## src/rtl/alu_mul_seq.sv

```systemverilog
// Multiply-by-repeated-addition sequencer driving the shared ALU.
// Alternates ADD (acc + multiplicand) and DEC (cnt - 1) passes until the count reaches zero.
module alu_mul_seq #(
    parameter int WIDTH = 8
) (
    input  logic             clk,
    input  logic             rst_n,
    input  logic             start,
    input  logic [WIDTH-1:0] mcand_in,
    input  logic [WIDTH-1:0] count_in,
    input  logic [WIDTH-1:0] alu_res,
    output logic [1:0]       sel_srcb,
    output logic [WIDTH-1:0] srca_data,
    output logic [WIDTH-1:0] treg_data,
    output logic             busy,
    output logic             done,
    output logic [WIDTH-1:0] product
);

    localparam logic [1:0] SEL_INC = 2'b00;
    localparam logic [1:0] SEL_DEC = 2'b01;
    localparam logic [1:0] SEL_REG = 2'b10;

    typedef enum logic [1:0] {
        ST_IDLE = 2'd0,
        ST_ADD  = 2'd1,
        ST_DEC  = 2'd2,
        ST_DONE = 2'd3
    } state_t;

    state_t           state_q, state_d;
    logic [WIDTH-1:0] acc_q, acc_d;
    logic [WIDTH-1:0] cnt_q, cnt_d;
    logic [WIDTH-1:0] treg_q, treg_d;
    logic [1:0]       sel_q;
    logic [WIDTH-1:0] srca_q;
    logic             busy_q;
    logic             done_q;

    // ALU source-B select presented while sitting in a given state.
    function automatic logic [1:0] sel_for(input state_t s);
        logic [1:0] sel;
        case (s)
            ST_ADD:  sel = SEL_REG;
            ST_DEC:  sel = SEL_DEC;
            default: sel = SEL_INC;
        endcase
        return sel;
    endfunction

    // Next-state and datapath register updates.
    always_comb begin
        state_d = state_q;
        acc_d   = acc_q;
        cnt_d   = cnt_q;
        treg_d  = treg_q;
        case (state_q)
            ST_IDLE: begin
                if (start) begin
                    acc_d   = {WIDTH{1'b0}};
                    cnt_d   = count_in;
                    treg_d  = mcand_in;
                    state_d = (count_in != {WIDTH{1'b0}}) ? ST_ADD : ST_DONE;
                end else begin
                    state_d = ST_IDLE;
                end
            end
            ST_ADD: begin
                acc_d   = alu_res;
                state_d = ST_DEC;
            end
            ST_DEC: begin
                cnt_d = alu_res;
                if (alu_res == {WIDTH{1'b0}}) begin
                    state_d = ST_DONE;
                end else begin
                    state_d = ST_ADD;
                end
            end
            ST_DONE: state_d = ST_IDLE;
            default: state_d = ST_IDLE;
        endcase
    end

    // State, datapath and outputs registered together; outputs are decoded from the next state
    // so they line up with the state they describe.
    always_ff @(posedge clk or negedge rst_n) begin
        if (!rst_n) begin
            state_q <= ST_IDLE;
            acc_q   <= {WIDTH{1'b0}};
            cnt_q   <= {WIDTH{1'b0}};
            treg_q  <= {WIDTH{1'b0}};
            sel_q   <= SEL_INC;
            srca_q  <= {WIDTH{1'b0}};
            busy_q  <= 1'b0;
            done_q  <= 1'b0;
        end else begin
            state_q <= state_d;
            acc_q   <= acc_d;
            cnt_q   <= cnt_d;
            treg_q  <= treg_d;
            sel_q   <= sel_for(state_d);
            srca_q  <= (state_d == ST_DEC) ? cnt_d : acc_d;
            busy_q  <= (state_d != ST_IDLE);
            done_q  <= (state_d == ST_DONE);
        end
    end

    assign sel_srcb  = sel_q;
    assign srca_data = srca_q;
    assign treg_data = treg_q;
    assign busy      = busy_q;
    assign done      = done_q;
    assign product   = acc_q;

endmodule

```

## config.mk

```make
export PLATFORM = sky130hd
export DESIGN_NAME = alu_mul_seq
export DESIGN_NICKNAME = d
export VERILOG_FILES = /design/src/rtl/alu_mul_seq.sv
export SDC_FILE = /design/constraint.sdc
export NUM_CORES = 1
export LEC_CHECK = 0
export BUFFER_PORTS_ARGS = -buffer_cell sky130_fd_sc_hd__buf_2
export CAP_MARGIN = 20
export CORE_MARGIN = 2
export CORE_UTILIZATION = 51
export CTS_BUF_LIST = sky130_fd_sc_hd__clkbuf_4 sky130_fd_sc_hd__clkbuf_8 sky130_fd_sc_hd__clkbuf_16
export CTS_CLUSTER_DIAMETER = 200
export DETAILED_ROUTE_END_ITERATION = 7
export GPL_ROUTABILITY_DRIVEN = 1
export PLACE_DENSITY = 0.79
export SYNTH_ARGS = -nofsm -noshare
export SYNTH_HDL_FRONTEND = slang
export SYNTH_SLANG_ARGS = --single-unit
```

## constraint.sdc

```tcl
create_clock -name clk -period 3.2 [get_ports clk]
set_input_delay 0.48 -clock clk [delete_from_list [all_inputs] [get_ports clk]]
set_output_delay 0.48 -clock clk [all_outputs]
set_load 0.02 [all_outputs]
```

==> results of run 1 <==
==> worst max path at each step <==
stage | start | endpoint | slack, ns | depth (start not counted)
3_5_place_dp | state_q[0] | product[4] | 1.51 | 3
2_1_floorplan | start | treg_data[0] | 1.89 | 2
6_report | state_q[0] | product[5] | 1.49 | 3
3_3_place_gp | state_q[0] | product[5] | 1.61 | 3
5_1_grt | state_q[0] | product[5] | 1.37 | 3
4_1_cts | state_q[0] | product[5] | 1.49 | 3
==> sequential cells by signal, indices dropped and copies added (netlist names) <==
name and flops:
busy 1, cnt_q 8, done 1, product 8, sel_srcb 2, srca_data 8
state_q 2, treg_data 8
==> cells by family (layout without fill, tap and decap cells) <==
group                  count (synthesis)  after routing  share of synthesized area (%)
AOI/OAI and AO/OA                     34             34                          18.40
buffers and inverters                  7             64                          2.300
DFF                                   38             38                          64.74
muxes                                  8              8                          6.133
and+or+nand+nor                       21             21                          8.433
==> routing by layer <==
layer  share of wire (%)  wire [um]
met5                   0          0
met4                 1.5         45
met2                  49       1458
met3                 5.3        157
met1                  44       1308
==> cell type report <==
| type | instances | share of cell area [%] |
|---|---|---|
| Clock buffer | 5 | 2.048 |
| Clock inverter | 3 | 2.184 |
| Inverter | 1 | 0.2048 |
| Multi-Input combinational cell | 63 | 26.42 |
| Sequential cell | 38 | 51.88 |
| Tap cell | 31 | 2.116 |
| Timing Repair Buffer | 55 | 15.15 |
==> power breakdown <==
part / internal, mW / leakage, nW / switching [mW]
sequential: 0.698 / 0.471 / 0.148
combinational: 0.328 / 0.416 / 0.443
clock: 0.162 / 0.0450 / 0.153
==> cells in the final DEF, fill, tap and decap left out, drive strengths merged <==
cell,instances
clkinv,2
nor2b,2
dfrtp,38
and3,1
buf,55
a22o,16
bufinv,1
nand4b,1
nor3b,1
inv,1
o21ai,8
nand3b,1
a22oi,8
mux2,8
nor4,4
o21bai,2
or2,1
clkbuf,5
nand2,9
nand3,1
==> critical path: cells and delay by family (launching register included) <==
family / cells / cell delay, ns
and+or+nand+nor: 1 / 0.60
DFF: 1 / 0.61
buffers and inverters: 1 / 0.29
AOI/OAI and AO/OA: 1 / 0.15
==> flow_summary.yaml, run 1 <==
logic_synthesis:
  synth-main-ff-cell: "sky130_fd_sc_hd__dfrtp_1"
  synth_area_per_cell_um2: 13.60
  synth_cells: 108
  synthesis.area_um2: 1469
  portion_of_the_post_synthesis_area_used_by_sequential_elements_pct: 64.74
  yosys-top-cells-count: "38 x sky130_fd_sc_hd__dfrtp_1, 16 x sky130_fd_sc_hd__a22o_1, 9 x sky130_fd_sc_hd__nand2_1"
  synth_top_area_share_pct: 64.74
  yosys_warnings: 0
  synth_fp_nets: 135
  ys_seq_elements: 38
  synth_async_sr_flop_share_pct: 100.0
  synth.area.top_cells: "sky130_fd_sc_hd__dfrtp_1 65%, sky130_fd_sc_hd__a22o_1 9.5%, sky130_fd_sc_hd__mux2_2 6.1%"
  synth-edff-count: 0
  post-synth-top-count-cell: "sky130_fd_sc_hd__dfrtp_1"
  synth_cell_type_count: 18
  netlist.top_cell.by_area: "sky130_fd_sc_hd__dfrtp_1"
drt:
  viasPerCell: 5.587
  wire_per_inst_um: 15.15
  routed_wl_um: 2969
  dr.first_iter.drc_count: 19
  final_antenna_net_count: 0
  vias: 1095
  detail_route.first_pass.iterations: 4
  remaining_drc_errors: 0
placed_design:
  finalWeightedCongestion: 0.8620
  numPortBuffers: 54
  preCtsSetupSlack_ns: 1.508
  detailed_place_hpwl_um: 2172
  numPlacedInstances: 188
  placedInstanceArea_um2: 1755
cts:
  cts_buffer_depth: 2
  ctsRootBufferMaster: "sky130_fd_sc_hd__clkbuf_4"
  post_cts_resized: 0
  cts-buffers-inserted: 5
  cts_num_sinks: 38
  clkTransAtPathRegs_ns: 0.11
  htree_levels: 2
  postCtsSetupRepairBufs: 0
  cts_hold_buf: 0
  cts_tree: "done"
  clock_insertion_delay_worst_skew_ns: 0.34
sta:
  finalCriticalPeriod_ns: 1.706
  max_clock_freq_mhz: 586.0
  layout_worst_path_cycle_share_pct: 53.32
  tns_ns: 0
  count_of_final_setup_violators: 0
  timing.hold.ws_ns: 0.2085
  fin_ws_ns: 1.494
  final_hold_viol_count: 0
  rsz0062_at_grt: "false"
  max-slew-margin-rel_pct: 46.99
  finClkSkew_ns: 0.008023
  maxSlewViolCount: 0
  worst_pin_slew_ns: 0.7951
global_routing:
  grt_pass1_vias: 1067
  grt_util_all_layers_pct: 19.61
  grt_use_met1_pct: 25.27
  grt_antenna_before_repair: 0
  grt_use_met3_pct: 5.580
  grt_util_met2_pct: 29.22
  busiest_layer: "met2"
  largest_net_degree_at_the_start_of_global_routing: 39
  grt_first_pass_wirelength_um: 4809
  residual_overflow_from_global_routing: 0
finish:
  summed_area_of_non_filler_cells_in_the_final_layout_um2: 1833
  layout-drive-gt1-share_pct: 45.45
  regArea_um2: 950.9
  layout.cells.non_filler: 196
  multi_input_comb_area_um2: 484.2
  nets: 191
  n_fill_cell: 213
  antenna_cells_inserted: 0
  synthToLayoutAreaGrowth_pct: 24.79
  utilization_pct: 66.47
setup_path:
  end_kind: "flip-flop"
  rrSetupSlack_ns: 1.49
  cp-start-kind: "flip-flop"
  slowest_stage_cell_cp: "sky130_fd_sc_hd__dfrtp_1"
  r2r_path_start: "state_q[0]"
  timing.critical_path.cells: "nor2b_1 > buf_4 > a22o_1"
  timing.critical_path.fanout_max: 13
  critPathRequiredTime_ns: 3.48
  critical_path_class: "flip-flop to flip-flop"
  critical_path.reg2reg.endpoint: "product[5]"
  worst-endpoint-arrival_ns: 1.99
  worst_r2r_path_depth: 3
  timing.critical_path.slowest_cell_delay_ns: 0.61
status:
  status: "completed"
power_and_ir_drop:
  p_per_cell_area_nw_per_um2: 1054
  p_total_mw: 1.932
  ir_worst_vdd_mv: 0.7199
  total_leakage_power_nw: 0.9312
floorplanning:
  fp.dieArea_um2: 3325
  ioPinCount: 55
  rows: 19
  die_x_um: 57.67
  coreArea_um2: 2758
  die_height_um: 57.67
  starting_utilization_of_the_core_area_pct: 53.27
hold_path:
  worst_hold_path_type: "input port to async pin"
run:
  drv_cap: 0
Power figures use the tool's default switching activity.
==> run 2, diff against run 1 <==
CORE_UTILIZATION = 48   (was 51)
PLACE_DENSITY = 0.75   (was 0.79)
clock period = 1.6 ns   (was 3.2 ns; I/O delays follow)
==> run 2 against run 1 <==
Net effect: clock-buffer cell count did not move; sequential share of layout area decreased by 1.6 points; sequential power grew 94%; total power is 100% higher; clock skew decreased by 0.0032 ns; non-clock buffer count increased by 7; flip-flop and latch count did not move; critical path type unchanged; critical endpoint is now sel_srcb[1]; largest power group is now combinational logic.
==> flow_summary.yaml, run 2 (synthesis gave the netlist of run 1 again) <==
status:
  status: "completed"
hold_path:
  holdCritStartpoint: "mcand_in[7]"
  whs_path_depth: 2
  destination_of_the_worst_hold_path: "treg_data[7]"
  worst_hold_path_type: "input port to flip-flop"
floorplanning:
  die_height_um: 59.32
  ioPinCount: 55
  starting_utilization_of_the_core_area_pct: 49.33
  coreArea_um2: 2978
  fp.dieArea_um2: 3519
  die_x_um: 59.32
  rows: 20
drt:
  remaining_drc_errors: 0
  wire_per_inst_um: 15.32
  dr.first_iter.drc_count: 31
  final_antenna_net_count: 0
  detail_route.first_pass.iterations: 4
  routed_wl_um: 3141
  vias: 1124
  viasPerCell: 5.483
global_routing:
  grt_first_pass_wirelength_um: 4947
  largest_net_degree_at_the_start_of_global_routing: 39
  grt_antenna_before_repair: 0
  grt_util_all_layers_pct: 19.51
  busiest_layer: "met2"
  grt_use_met1_pct: 24.25
  grt_pass1_vias: 1073
  grt_use_met3_pct: 7.205
  grt_util_met2_pct: 30.46
  residual_overflow_from_global_routing: 0
power_and_ir_drop:
  total_leakage_power_nw: 0.9652
  ir_worst_vdd_mv: 0.9164
  p_per_cell_area_nw_per_um2: 2091
sta:
  final_hold_viol_count: 0
  layout_worst_path_cycle_share_pct: 91.70
  finClkSkew_ns: 0.004779
  tns_ns: 0
  max_clock_freq_mhz: 681.6
  rsz0062_at_grt: "false"
  maxSlewViolCount: 0
  max-slew-margin-rel_pct: 67.48
  finalCriticalPeriod_ns: 1.467
  count_of_final_setup_violators: 0
  worst_pin_slew_ns: 0.4873
cts:
  clkTransAtPathRegs_ns: 0.10
  cts-buffers-inserted: 5
  clock_insertion_delay_worst_skew_ns: 0.34
  cts_buffer_depth: 2
  postCtsSetupRepairBufs: 0
  htree_levels: 2
  cts_num_sinks: 38
  ctsRootBufferMaster: "sky130_fd_sc_hd__clkbuf_4"
  cts_tree: "done"
setup_path:
  cp-start-kind: "flip-flop"
  worst_r2r_path_depth: 3
  rrSetupSlack_ns: 0.13
  end_kind: "flip-flop"
  critical_path_class: "flip-flop to flip-flop"
  critical_path.reg2reg.endpoint: "sel_srcb[1]"
  timing.critical_path.fanout_max: 9
  worst-endpoint-arrival_ns: 1.71
  r2r_path_start: "state_q[1]"
  timing.critical_path.from: "state_q[1]"
  critPathRequiredTime_ns: 1.84
finish:
  final_cell_mix: "54 x sky130_fd_sc_hd__buf_2, 38 x sky130_fd_sc_hd__dfrtp_1, 16 x sky130_fd_sc_hd__a22o_1"
  synthToLayoutAreaGrowth_pct: 28.71
  layout-drive-gt1-share_pct: 47.09
  summed_area_of_non_filler_cells_in_the_final_layout_um2: 1891
  antenna_cells_inserted: 0
  layout.cells.non_filler: 205
  layout_commonest_cell: "sky130_fd_sc_hd__buf_2"
  nets: 198
run:
  drv_cap: 0
placed_design:
  detailed_place_hpwl_um: 2301
  placedInstanceArea_um2: 1803
  numPortBuffers: 54
  numPlacedInstances: 196
  finalWeightedCongestion: 0.8249
run 2: cell types whose count changed in the layout (fill, tap and decap cells not counted), sizes merged:
cell / change
dlygate4sd3: +1
buf: +6
run 2: cell type report:
| cell class | count | area, um^2 |
|---|---|---|
| clock buffer | 5 | 37.54 |
| multi-input combinational | 63 | 484.2 |
| sequential | 38 | 950.9 |
| clock inverter | 3 | 40.04 |
| fill | 240 | 1087 |
| timing repair buffer | 62 | 332.8 |
| inverter | 1 | 3.754 |
| tap | 33 | 41.29 |
run 2: power by group:
group	internal (mW)	switching [mW]
Clock	0.323	0.308
Sequential	1.40	0.243
Combinational	0.719	0.962
run 2: worst max-delay path by stage:
stage | end | slack [ns] | cells past startpoint
after CTS | sel_srcb[1] | 0.14 | 3
final | sel_srcb[1] | 0.13 | 3
after floorplan | busy | 0.33 | 4
after global placement | treg_data[0] | 0.27 | 2
after detailed placement | sel_srcb[1] | 0.16 | 3
after global routing | sel_srcb[1] | 0.07 | 3
run 2: metrics by stage:
step	power [mW]	hold slack [ns]	util (%)	worst slack [ns]
finish	3.952	0.1234	63.49	0.1329
detailed placement	3.352	0.3059	60.55	0.1612
floorplan	2.747	-0.05559	-	0.3335
global route	4.210	0.1027	63.49	0.07040
CTS	3.983	0.1135	63.49	0.1394
global placement	3.290	0.3013	60.55	0.2675
run 2: timing repair:
action                    CTS  global route
hold buffers                1             0
hold endpoints to repair   38             0
resized for setup           0             0
run 2: worst max-delay path, stage by stage, from the launching register on:
cell,delay (ns)
sky130_fd_sc_hd__dfrtp_1,0.48
sky130_fd_sc_hd__nor3b_4,0.47
sky130_fd_sc_hd__nand3_1,0.21
sky130_fd_sc_hd__and3_1,0.21
run 2: per-layer routing:
layer	wire length [um]	part of all wire [%]
met2	1643	52
met3	167	5.3
met1	1279	41
met4	51	1.6
met5	0	0
